==> src/rtl/key_conditioner.sv <==
// key_conditioner: multi-channel push-button conditioner.
// Each channel runs a two-flop synchroniser and a debounce counter, and
// produces a debounced level plus single-cycle press/release strobes.
// Optional auto-repeat of press strobes while a key is held is compiled in
// when the macro KEY_CONDITIONER_REPEAT_EN is defined.
module key_conditioner #(
  parameter int N               = 4,
  parameter int DEBOUNCE_CYCLES = 16,
  parameter int REPEAT_DELAY    = 64,
  parameter int REPEAT_PERIOD   = 16
) (
  input  logic         clk,
  input  logic         reset,
  input  logic [N-1:0] key_raw,
  output logic [N-1:0] key_level,
  output logic [N-1:0] key_press,
  output logic [N-1:0] key_release,
  output logic         any_press
);

  localparam int CNT_W = $clog2(DEBOUNCE_CYCLES + 1);
  localparam logic [CNT_W-1:0] CNT_LAST = CNT_W'(DEBOUNCE_CYCLES - 1);

  // Reject configurations the counters cannot represent.
  if (N < 1 || DEBOUNCE_CYCLES < 1 || REPEAT_DELAY < 2 || REPEAT_PERIOD < 2) begin : g_bad_params
    $error("key_conditioner: illegal parameter values");
  end

`ifdef KEY_CONDITIONER_REPEAT_EN
  localparam int RPT_MAX = (REPEAT_DELAY > REPEAT_PERIOD) ? REPEAT_DELAY : REPEAT_PERIOD;
  localparam int RPT_W   = $clog2(RPT_MAX);
  localparam logic [RPT_W-1:0] DLY_LAST = RPT_W'(REPEAT_DELAY - 1);
  localparam logic [RPT_W-1:0] PER_LAST = RPT_W'(REPEAT_PERIOD - 1);

  typedef enum logic [1:0] {
    RPT_IDLE   = 2'd0,
    RPT_DELAY  = 2'd1,
    RPT_REPEAT = 2'd2
  } rpt_state_t;
`endif

  // Next-cycle press strobes of all channels, shared by any_press.
  logic [N-1:0] press_nxt;

  for (genvar i = 0; i < N; i++) begin : g_ch
    logic             sync_p0;
    logic             sync_p1;
    logic [CNT_W-1:0] cnt;
    logic             level;
    logic             level_nxt;
    logic             rise;
    logic             fall;
    logic             press_r;
    logic             release_r;

    // Debounced level accepts the synchronised value after a full stable count.
    always_comb begin
      level_nxt = level;
      if ((sync_p1 != level) && (cnt == CNT_LAST)) level_nxt = sync_p1;
      rise = level_nxt & ~level;
      fall = ~level_nxt & level;
    end

`ifdef KEY_CONDITIONER_REPEAT_EN
    rpt_state_t       state;
    rpt_state_t       state_nxt;
    logic [RPT_W-1:0] rcnt;
    logic [RPT_W-1:0] rcnt_nxt;
    logic             rpt_fire;

    // Repeat FSM next state: arm on the initial press, disarm when level falls.
    always_comb begin
      state_nxt = state;
      rcnt_nxt  = rcnt;
      rpt_fire  = 1'b0;
      case (state)
        RPT_IDLE: begin
          if (rise) begin
            state_nxt = RPT_DELAY;
            rcnt_nxt  = '0;
          end
        end
        RPT_DELAY: begin
          if (fall) begin
            state_nxt = RPT_IDLE;
            rcnt_nxt  = '0;
          end else if (rcnt == DLY_LAST) begin
            rpt_fire  = 1'b1;
            state_nxt = RPT_REPEAT;
            rcnt_nxt  = '0;
          end else begin
            rcnt_nxt = rcnt + 1'b1;
          end
        end
        RPT_REPEAT: begin
          if (fall) begin
            state_nxt = RPT_IDLE;
            rcnt_nxt  = '0;
          end else if (rcnt == PER_LAST) begin
            rpt_fire = 1'b1;
            rcnt_nxt = '0;
          end else begin
            rcnt_nxt = rcnt + 1'b1;
          end
        end
        default: begin
          state_nxt = RPT_IDLE;
          rcnt_nxt  = '0;
        end
      endcase
    end

    // Repeat FSM state and interval counter.
    always_ff @(posedge clk) begin
      if (reset) begin
        state <= RPT_IDLE;
        rcnt  <= '0;
      end else begin
        state <= state_nxt;
        rcnt  <= rcnt_nxt;
      end
    end

    assign press_nxt[i] = rise | rpt_fire;
`else
    assign press_nxt[i] = rise;
`endif

    // Synchroniser, debounce counter, level and strobe registers.
    always_ff @(posedge clk) begin
      if (reset) begin
        sync_p0   <= 1'b0;
        sync_p1   <= 1'b0;
        cnt       <= '0;
        level     <= 1'b0;
        press_r   <= 1'b0;
        release_r <= 1'b0;
      end else begin
        sync_p0   <= key_raw[i];
        sync_p1   <= sync_p0;
        level     <= level_nxt;
        press_r   <= press_nxt[i];
        release_r <= fall;
        if (sync_p1 == level)     cnt <= '0;
        else if (cnt == CNT_LAST) cnt <= '0;
        else                      cnt <= cnt + 1'b1;
      end
    end

    assign key_level[i]   = level;
    assign key_press[i]   = press_r;
    assign key_release[i] = release_r;
  end

  // Registered OR of the next press strobes so it aligns with key_press.
  always_ff @(posedge clk) begin
    if (reset) any_press <= 1'b0;
    else       any_press <= |press_nxt;
  end

endmodule

==> config.mk <==
export PLATFORM = sky130hd
export DESIGN_NAME = key_conditioner
export DESIGN_NICKNAME = d
export VERILOG_FILES = /design/src/rtl/key_conditioner.sv
export SDC_FILE = /design/constraint.sdc
export NUM_CORES = 1
export LEC_CHECK = 0
export ABC_AREA = 1
export BUFFER_PORTS_ARGS = -buffer_cell sky130_fd_sc_hd__clkbuf_2
export CORE_ASPECT_RATIO = 0.75
export CORE_MARGIN = 3
export CORE_UTILIZATION = 32
export CTS_CLUSTER_SIZE = 28
export DETAILED_ROUTE_END_ITERATION = 16
export PLACE_DENSITY = 0.49
export SLEW_MARGIN = 30
export SYNTH_ARGS = -nofsm -noshare
export SYNTH_HDL_FRONTEND = slang
export SYNTH_SLANG_ARGS = --single-unit
==> constraint.sdc <==
create_clock -name clk -period 3.1 [get_ports clk]
set_clock_uncertainty 0.05 [all_clocks]
set_input_delay 0.465 -clock clk [delete_from_list [all_inputs] [get_ports clk]]
set_output_delay 0.465 -clock clk [all_outputs]
set_load 0.03 [all_outputs]
# ---- Word-level counts from Yosys, hierarchy flattened
# Index checks and enable logic that the tools add are counted.
dict set report op_classes {
  n_addsub 4
  n_reduce_logical 9
  mux 4
  n_bitwise 16
  eq_ne 12
}
# cell n
set op_table {}
lappend op_table {{5-bit by 1-bit adder with 5-bit output (second input constant)} 4}
lappend op_table {{5-bit by 4-bit == test with 1-bit output (second input constant)} 4}
lappend op_table {{3-bit OR reduction} 4}
lappend op_table {{1-bit bitwise AND} 8}
lappend op_table {{1-bit inverter} 8}
lappend op_table {{1-bit == test} 4}
lappend op_table {{1-bit logical AND} 4}
lappend op_table {{1-bit two-way mux} 4}
lappend op_table {{1-bit != test} 4}
lappend op_table {{4-bit OR reduction} 1}
dict set report totals {
  word_cells 70
  output_inout_bits 13
  regBits 41
  input_bits 6
}

# ---- Depth between registers and ports, before layout
# Gate-level depths: netlist (run 1).
dict set report depth {
  word_depth 5
  mapped_depth 8
  depth_no_buf 8
}

# ---- Worst setup path after synthesis (run 1)
# No wires, ideal clock.
dict set report synth_path {
  kind {register to register}
  from {register g_ch[0].cnt[0]}
  to {register g_ch[0].cnt[2]}
  setup_time_ns 0.073
  stages_incl_launch_ff 8
  period_less_slack_ns 1.321
  t_arrival_ns 1.198
  required_time_ns 2.977
  n_path_buf 0
  path_slack_ns 1.779
  cell_sequence {dfxtp_1 ha_1 nand2_1 nor2_1 ha_1 nor2_2 nand3_2 nor3_2}
}
dict set report synth_between {
  elab_chain_cells 2
  word_cells_on_any_way 3
  cone_classes {add/sub: 1; eq/ne: 1; reduce/logical: 1}
}
# element line
set synth_rtl {}
lappend synth_rtl {{start, declared} 48} ;# logic [CNT_W-1:0] cnt;
lappend synth_rtl {{start signal, assigned} 146} ;# else cnt <= cnt + 1'b1;
lappend synth_rtl {{parallel branches: the longest is 2 deep, another holds 5-bit by 1-bit adder with 5-bit output} --}
# Parallel ways; which one is timed is not known.
# A chain may end at the register's enable or synchronous reset.

# ---- Final worst setup path (run 1)
dict set report layout_path {
  from {register g_ch[3].cnt[0]}
  to {register any_press}
}
dict set report layout_between {
  elab_chain_cells 5
}
# element line
set layout_rtl {}
lappend layout_rtl {{start, declared} 48}
lappend layout_rtl {{start signal, assigned} 146}
lappend layout_rtl {{5-bit by 4-bit == test with 1-bit output} 59} ;# if ((sync_p1 != level) && (cnt == CNT_LAST)) level_nxt = sync_p1;
lappend layout_rtl {{1-bit logical AND} 59}
lappend layout_rtl {{1-bit two-way mux} 59}
lappend layout_rtl {{1-bit bitwise AND} 60} ;# rise = level_nxt & ~level;
lappend layout_rtl {{4-bit OR reduction} 158} ;# else any_press <= |press_nxt;
lappend layout_rtl {{end signal, assigned} 158}
lappend layout_rtl {{end, declared} 18} ;# output logic any_press
# Every way passes these cells.

==> flow_summary_export.csv, run 1 <==
group,metric,value,unit
setup_path,crit_chain,"ha_1 > nand2_1 > nor2_1 > ha_1 > nand3_1 > nand2_1 > nor2_1 > nor2_1",
routing,drtIter0Drc,41,
clock_tree,cts_tree,"done",
sta,fin_tns_setup,0,ps
setup_path,reg2reg_depth,8,
clock_tree,cts_buffer_depth,2,
global_routing,antenna_found_initial,0,
die,die_w,88.89,um
setup_path,worst-r2r-setup-slack,1620,ps
cells_and_area,design_area,1808,um^2
routing,remaining_drc_errors,0,
sta,timing.final.crit_share,0.4787,
cells_and_area,fillers,465,
min_path,hold_class,"input port to flop",
clock_tree,cts_setup_buffers,0,
power_and_ir_drop,power_density,550.3,nW/um^2
logic_synthesis,synth_top_area_frac,0.4977,
setup_path,startpoint_type,"flop",
logic_synthesis,synth.distinct_cells,20,
setup_path,critPathLaunch,"g_ch[3].cnt[0]",
global_routing,grt_max_degree,26,
place,placed_area,1693,um^2
routing,drtPass1Iterations,2,
sta,relSlewSlack,0.6124,
logic_synthesis,async_flop_share,0,
logic_synthesis,synth_nets,205,
setup_path,endpoint,"any_press",
setup_path,reg2reg_from,"g_ch[3].cnt[0]",
logic_synthesis,synth_top_area_cell,"dfxtp_1",
logic_synthesis,yosys_warnings,0,
logic_synthesis,synth_area,1649,um^2
clock_tree,path_clk_slew,90,ps
cells_and_area,final_nets,215,
logic_synthesis,avgSynthCellArea,8.634,um^2
global_routing,grt-ovfl-total,0,
clock_tree,cts_htree_levels,2,
setup_path,cp.required,3290,ps
setup_path,endpoint_kind,"flop",
routing,drt.antenna.violating_nets,0,
setup_path,cpMostUsedCell,"nor2_1",
place,portBuffers,18,
clock_tree,clock_sinks,41,
logic_synthesis,synth_cells,191,
setup_path,max_stage_delay,380,ps
sta,rsz0062_at_grt,"no",
die,initial_utilization,0.3506,
cells_and_area,antennaDiodeCount,0,
global_routing,grt_pass1_vias,1021,
routing,vias,1069,
sta,finalHoldViolCount,0,
die,num_rows,21,
cells_and_area,drive_gt1_frac,0.2129,
die,core_area,4703,um^2
place,dp_hpwl,1699,um
sta,setup_viol,0,
logic_synthesis,synth_edf_count,0,
power_and_ir_drop,peakVddDrop,0.2187,mV
clock_tree,postCtsHoldBufs,0,
routing,wl,2376,um
die,die_h,68.17,um
logic_synthesis,synthTopCellsByArea,"dfxtp_1, nor2_1, inv_1",
flow_run,cap_violations,0,
logic_synthesis,ys.flop_type,"dfxtp_1",
clock_tree,cts_resized,0,
global_routing,grt_first_pass_wirelength,4236,um
setup_path,crit_slowest_cell,"dfxtp_1",
setup_path,cp.arrival,1670,ps
sta,final_max_slew_viol_count,0,
sta,period_needed,1484,ps
outcome,outcome,"completed",
clock_tree,clock_latency,300,ps
routing,wire_per_inst,9.174,um
cells_and_area,syn2layout_area_growth,9.636,%
setup_path,path_class,"flop to flop",
logic_synthesis,post-synth-top-count-cell,"nor2_1",
clock_tree,cts_inserted_buffers,5,
logic_synthesis,synthTopCellsByCount,"nor2_1, dfxtp_1, inv_1, nand2_1",
routing,vias_per_cell,4.127,
setup_path,critPathMaxFanout,5,
die,dieArea,6060,um^2
die,io_pins,19,
logic_synthesis,synth-seq-cells,41,
power_and_ir_drop,p_leak,0.0007502,uW
sta,worst_slew_pin_slew,581.4,ps
global_routing,grtUsageTotal,0.09084,
sta,max_freq,673.9,MHz
clock_tree,root_buffer,"clkbuf_8",
place,place_congestion,0.6651,
power_and_ir_drop,power.total,994.9,uW
logic_synthesis,ys_seq_area_frac,0.4977,
setup_path,rr_endpoint,"any_press",
[cell type report]
class	instances	area [um^2]	share of cell area
sequential	41	820.8	0.4540
clock inverter	3	46.29	0.02561
timing repair buffer	18	90.09	0.04983
inverter	31	116.4	0.06436
clock buffer	5	68.82	0.03806
tap	57	71.32	0.03945
multi-input combinational	104	594.3	0.3287
[sequential cells by signal (all words and copies together) (netlist names)]
name and count:
g_ch.press_r 4, g_ch.sync_p1 4, g_ch.cnt 20, any_press 1, g_ch.sync_p0 4, g_ch.release_r 4, g_ch.level 4
[through the flow]
stage / instances / utilization / setup slack, ps / hold WS (ps)
global route: 259 / 0.3844 / 1444 / 300.3
global placement: 251 / 0.3599 / 1617 / 342.1
floorplan: 191 / - / 1779 / 338.3
finish: 259 / 0.3844 / 1616 / 293.0
detailed placement: 251 / 0.3599 / 1621 / 346.0
CTS: 259 / 0.3844 / 1606 / 286.9
[how the worst min path moves through the flow]
stage	from	endpoint	slack [ps]	cells past startpoint
3_5_place_dp	g_ch[0].sync_p0	g_ch[0].sync_p1	350	2
2_1_floorplan	g_ch[0].sync_p0	g_ch[0].sync_p1	340	2
4_1_cts	key_raw[1]	g_ch[1].sync_p0	290	3
5_1_grt	key_raw[2]	g_ch[2].sync_p0	300	3
3_3_place_gp	g_ch[0].sync_p0	g_ch[0].sync_p1	340	2
6_report	key_raw[1]	g_ch[1].sync_p0	290	3
[routing by layer]
layer,GRT usage,routed length (um),vias to the layer above
met5,0,0,-
met4,0.03396,19,0
met3,0.03730,135,3
met2,0.1370,930,17
met1,0.1160,1290,452
li1,-,-,597
[power by group]
group / switching (uW) / internal, uW
Clock: 195 / 241
Combinational: 15.2 / 7.35
Sequential: 3.51 / 533
[logic make-up (layout without fill, tap and decap cells)]
family / after synthesis / count (layout) / synth area share
buffers and inverters: 46 / 57 / 0.1419
adders and majority gates: 8 / 8 / 0.06070
and+or+nand+nor: 86 / 86 / 0.2428
DFF: 41 / 41 / 0.4977
xor gates and xnor gates: 1 / 1 / 0.005312
AOI/OAI and AO/OA: 9 / 9 / 0.05159
[cells in the final DEF (no fill, tap or decap)]
| cell type | instances |
|---|---|
| nor2_1 | 43 |
| dfxtp_1 | 41 |
| inv_1 | 31 |
| clkbuf_2 | 18 |
| nand2_1 | 17 |
| nand3_1 | 12 |
| ha_1 | 8 |
| clkbuf_8 | 5 |
| nand4_1 | 4 |
| a21oi_2 | 4 |
| nand3_2 | 3 |
| nor3_2 | 3 |
| a211oi_2 | 3 |
| nor2_2 | 2 |
| a21oi_1 | 1 |
| nand2_2 | 1 |
| xnor2_1 | 1 |
| nor2_4 | 1 |
| a211oi_1 | 1 |
| bufinv_16 | 1 |
| clkinv_4 | 1 |
| clkinvlp_4 | 1 |
[worst max-delay path, delay by kind of cell (launching register included)]
kind / cells / cell delay (ps)
simple gates: 6 / 540
fa+ha+maj: 2 / 470
flops: 1 / 380
Power figures use the tool's default switching activity.
==> inputs of run 2 (changes only) <==
Settings changed: PLACE_DENSITY 0.49 to 0.51.
Clock period 3.1 ns to 1.2 ns, I/O delays scaled along.
==> flow_summary_export.csv, run 2 (same netlist as run 1, synthesis figures left out) <==
group,metric,value,unit
cells_and_area,syn2layout_area_growth,33.00,%
global_routing,grtUsageTotal,0.1035,
power_and_ir_drop,peakVddDrop,0.4827,mV
die,die_w,88.89,um
setup_path,startpoint_type,"flop",
cells_and_area,antennaDiodeCount,0,
setup_path,max_stage_delay,350,ps
die,initial_utilization,0.3506,
routing,drtPass1Iterations,4,
sta,finalHoldViolCount,0,
cells_and_area,design_area,2193,um^2
global_routing,grt-ovfl-total,0,
setup_path,reg2reg_from,"g_ch[2].cnt[0]",
setup_path,critPathLaunch,"g_ch[2].cnt[0]",
die,dieArea,6060,um^2
sta,relSlewSlack,0.7071,
cells_and_area,largest_register_ffs,20,
global_routing,grt_first_pass_wirelength,4650,um
clock_tree,cts_tree,"done",
routing,drt.antenna.violating_nets,0,
die,core_area,4703,um^2
setup_path,endpoint_kind,"flop",
sta,rsz0062_at_grt,"yes",
cells_and_area,final_nets,235,
routing,wire_per_inst,9.857,um
sta,fin_tns_setup,-715.7,ps
sta,final_max_slew_viol_count,0,
clock_tree,cts_buffer_depth,2,
setup_path,cp.arrival,1450,ps
place,placed_area,1921,um^2
setup_path,path_class,"flop to flop",
power_and_ir_drop,power_density,1055,nW/um^2
clock_tree,path_clk_slew,70,ps
place,place_congestion,0.7573,
die,num_rows,21,
power_and_ir_drop,power.total,2314,uW
die,io_pins,19,
setup_path,critPathMaxFanout,5,
cells_and_area,mostFrequentLayoutCells,"nor2_1, inv_1, dfxtp_1, buf_4, clkbuf_2",
sta,worst_slew_pin_slew,439.4,ps
sta,max_freq,769.8,MHz
sta,setup_viol,18,
place,portBuffers,18,
clock_tree,clock_latency,290,ps
routing,remaining_drc_errors,0,
setup_path,cp.required,1350,ps
cells_and_area,final_common_cell,"nor2_1",
clock_tree,root_buffer,"clkbuf_8",
power_and_ir_drop,p_leak,0.0009127,uW
cells_and_area,top_register,"g_ch.cnt",
clock_tree,cts_htree_levels,2,
global_routing,grt_pass1_vias,1087,
min_path,hold_class,"input port to flop",
sta,final.setup.worst_slack,-99.03,ps
die,die_h,68.17,um
outcome,violations,"setup timing",
setup_path,crit_slowest_cell,"dfxtp_2",
clock_tree,clock_sinks,41,
routing,vias_per_cell,4.272,
place,dp_hpwl,1974,um
routing,wl,2750,um
clock_tree,cts_inserted_buffers,5,
cells_and_area,drive_gt1_frac,0.4550,
flow_run,cap_violations,0,
global_routing,antenna_found_initial,0,
setup_path,cpMostUsedCell,"ha_4",
setup_path,crit_chain,"ha_4 > nand2_4 > nor2_4 > ha_4 > buf_6 > nor2_2 > a211oi_2",
global_routing,grt_max_degree,16,
sta,timing.final.crit_share,1.083,
routing,vias,1192,
cells_and_area,final_util,0.4663,
routing,drtIter0Drc,26,
outcome,outcome,"complete, but fails checks",
sta,period_needed,1299,ps
min_path,hold_path.startpoint,"key_raw[0]",
run 2: final timing paths:
| path | depth (start not counted) | to | slack, ps |
|---|---|---|---|
| max reg2reg | 7 | g_ch[2].level | -100 |
| max | 7 | g_ch[2].level | -100 |
| min | 3 | g_ch[0].sync_p0 | 20 |
| min reg2reg | 2 | g_ch[1].sync_p1 | 350 |
run 2: per-layer routing:
layer  wire (um)  up-vias  part of all wire  track usage
li1            -      641                 -            -
met1        1323      523              0.48       0.1267
met2        1226       23              0.45       0.1537
met3         165        5             0.060      0.04693
met4          34        0             0.012      0.05094
met5           0        -                 0            0
run 2: cell type report:
| cell class | count | area [um^2] |
|---|---|---|
| flip-flops and latches | 41 | 834.6 |
| inverters | 31 | 116.4 |
| clock buffers | 8 | 80.08 |
| fillers | 457 | 2510 |
| repair buffers | 38 | 252.7 |
| well taps | 57 | 71.32 |
| multi-input cells | 104 | 838.3 |
run 2: stage by stage:
stage	setup WS, ps	hold WS (ps)	instances
detailed placement	-99.40	325.5	268
CTS	-93.38	10.34	278
finish	-99.03	23.19	279
floorplan	-6.582	237.0	191
global placement	-107.3	325.1	268
global route	-161.0	14.64	279
run 2: worst max-delay path, delay by kind of cell (launching register included):
kind | cells | cell delay [ps]
AO/OA/AOI/OAI | 1 | 200
adder cells (fa/ha/maj) | 2 | 320
buffers and inverters | 1 | 100
AND/OR/NAND/NOR | 3 | 200
flip-flops | 1 | 350
run 2: timing repair:
item | CTS | global route
buffers inserted | 2 | 1
resized for setup | 3 | 39
hold buffers | 0 | 0
endpoints found under the setup margin | 29 | 37
pin swaps | 15 | 21
run 2: power breakdown:
group	switching [uW]	leakage, uW	internal, uW
clock	430	0.0000395	413
combinational	49.9	0.000536	33.3
sequential	11.1	0.000338	1380
==> inputs of run 3 (changes only) <==
Settings changed: PLACE_DENSITY 0.51 to 0.6, RECOVER_POWER from default to 25.
==> flow_summary_export.csv, run 3 (same netlist as run 1, synthesis figures left out) <==
group,metric,value,unit
routing,wl,2897,um
routing,vias,1183,
place,place_congestion,0.7158,
die,core_area,4703,um^2
sta,rsz0062_at_grt,"yes",
outcome,outcome,"complete, but fails checks",
clock_tree,clock_sinks,41,
place,dp_hpwl,1954,um
sta,final_max_slew_viol_count,0,
sta,final.setup.worst_slack,-64.46,ps
sta,timing.hold.ws,22.58,ps
global_routing,grt_pass1_vias,1107,
global_routing,grt_max_degree,16,
place,placed_area,1936,um^2
outcome,violations,"setup timing",
cells_and_area,final_util,0.4770,
global_routing,grt-ovfl-total,0,
setup_path,worst-r2r-setup-slack,-60,ps
routing,remaining_drc_errors,0,
clock_tree,cts_inserted_buffers,5,
min_path,hold_path.startpoint,"key_raw[2]",
sta,finalHoldViolCount,0,
routing,drtIter0Drc,35,
setup_path,path_class,"flop to flop",
routing,wire_per_inst,10.31,um
place,pre_cts_slack,-140.2,ps
setup_path,reg2reg_depth,7,
setup_path,cp.arrival,1430,ps
setup_path,startpoint_type,"flop",
clock_tree,root_buffer,"clkbuf_8",
global_routing,antenna_found_initial,0,
die,io_pins,19,
die,die_w,88.89,um
sta,worst_slew_pin_slew,437.8,ps
cells_and_area,design_area,2243,um^2
cells_and_area,antennaDiodeCount,0,
sta,timing.final.crit_share,1.054,
sta,relSlewSlack,0.7081,
setup_path,rr_endpoint,"g_ch[3].cnt[2]",
routing,vias_per_cell,4.210,
sta,setup_viol,18,
power_and_ir_drop,p_leak,0.0009411,uW
routing,drtPass1Iterations,4,
cells_and_area,drive_gt1_frac,0.4643,
clock_tree,cts_htree_levels,2,
power_and_ir_drop,power_density,1159,nW/um^2
setup_path,endpoint_kind,"flop",
cells_and_area,mostFrequentLayoutCells,"nor2_1, inv_1, dfxtp_1, buf_4, clkbuf_2",
clock_tree,postCtsHoldBufs,0,
min_path,holdPathEnd,"g_ch[2].sync_p0",
cells_and_area,syn2layout_area_growth,36.04,%
clock_tree,path_clk_slew,70,ps
setup_path,critPathMaxFanout,5,
setup_path,cp.required,1370,ps
cells_and_area,top_register,"g_ch.cnt",
min_path,whs_path_depth,3,
clock_tree,cts_buffer_depth,2,
cells_and_area,final_common_cell,"nor2_1",
setup_path,reg2reg_from,"g_ch[3].cnt[0]",
die,die_h,68.17,um
cells_and_area,largest_register_ffs,20,
die,num_rows,21,
cells_and_area,final_nets,237,
global_routing,grtUsageTotal,0.1031,
sta,period_needed,1264,ps
min_path,hold_class,"input port to flop",
clock_tree,cts_tree,"done",
clock_tree,clock_latency,290,ps
routing,drt.antenna.violating_nets,0,
die,initial_utilization,0.3506,
die,dieArea,6060,um^2
flow_run,cap_violations,0,
place,portBuffers,18,
power_and_ir_drop,peakVddDrop,0.6303,mV
sta,max_freq,790.9,MHz
global_routing,grt_first_pass_wirelength,4712,um
[run 3: changes by cell type in the layout (fill, tap and decap cells not counted), sizes merged]
cell and change:
clkbuf +1, bufinv +1
[run 3: layout make-up]
type / count / area, um^2
Fill cell: 438 / 2460
Sequential cell: 41 / 835.8
Multi-Input combinational cell: 104 / 833.3
Timing Repair Buffer: 40 / 270.3
Inverter: 31 / 116.4
Clock buffer: 7 / 86.33
Tap cell: 57 / 71.32
Clock inverter: 1 / 30.03
[run 3: metal layers]
| layer | global-route usage | up-vias | routed length, um |
|---|---|---|---|
| met5 | 0 | - | 0 |
| met4 | 0.04528 | 0 | 13 |
| met3 | 0.04332 | 2 | 137 |
| met2 | 0.1611 | 19 | 1390 |
| met1 | 0.1243 | 520 | 1356 |
| li1 | - | 642 | - |
[run 3: how the worst max path moves through the flow]
stage / from / cells after the start / slack (ps) / endpoint
2_1_floorplan: g_ch[3].cnt[0] / 8 / -7 / any_press
3_3_place_gp: g_ch[0].cnt[1] / 7 / -90 / g_ch[0].cnt[1]
3_5_place_dp: g_ch[1].cnt[0] / 7 / -140 / g_ch[1].cnt[0]
4_1_cts: g_ch[1].cnt[0] / 7 / -80 / g_ch[1].cnt[0]
5_1_grt: g_ch[1].cnt[0] / 7 / -120 / g_ch[1].cnt[2]
6_report: g_ch[3].cnt[0] / 7 / -60 / g_ch[3].cnt[2]
[run 3: what timing repair did]
item	4_1_cts	5_1_grt
hold endpoints to repair	0	0
pin swaps	18	11
gates resized for setup	11	31
setup buffers	2	1
setup endpoints to repair	32	35
[run 3: power breakdown]
| part | switching [uW] | internal, uW |
|---|---|---|
| combinational | 49.6 | 34.5 |
| clock | 449 | 678 |
| sequential | 11.2 | 1380 |
| total | 510 | 2090 |
[run 3: critical path: stages (launching register included)]
cell     delay (ps)
dfxtp_2         340
ha_4            170
nand2_4          70
nor2_4           40
ha_4            180
nor2_4          120
nand3_4         120
nor3_2          120
[run 3: metrics by stage]
stage,power [uW],setup TNS [ps],std cells
global route,2709,-2249,281
CTS,2633,-1208,280
floorplan,1474,-39.66,191
global placement,1496,-1337,270
detailed placement,1497,-1756,270
finish,2599,-623.8,281
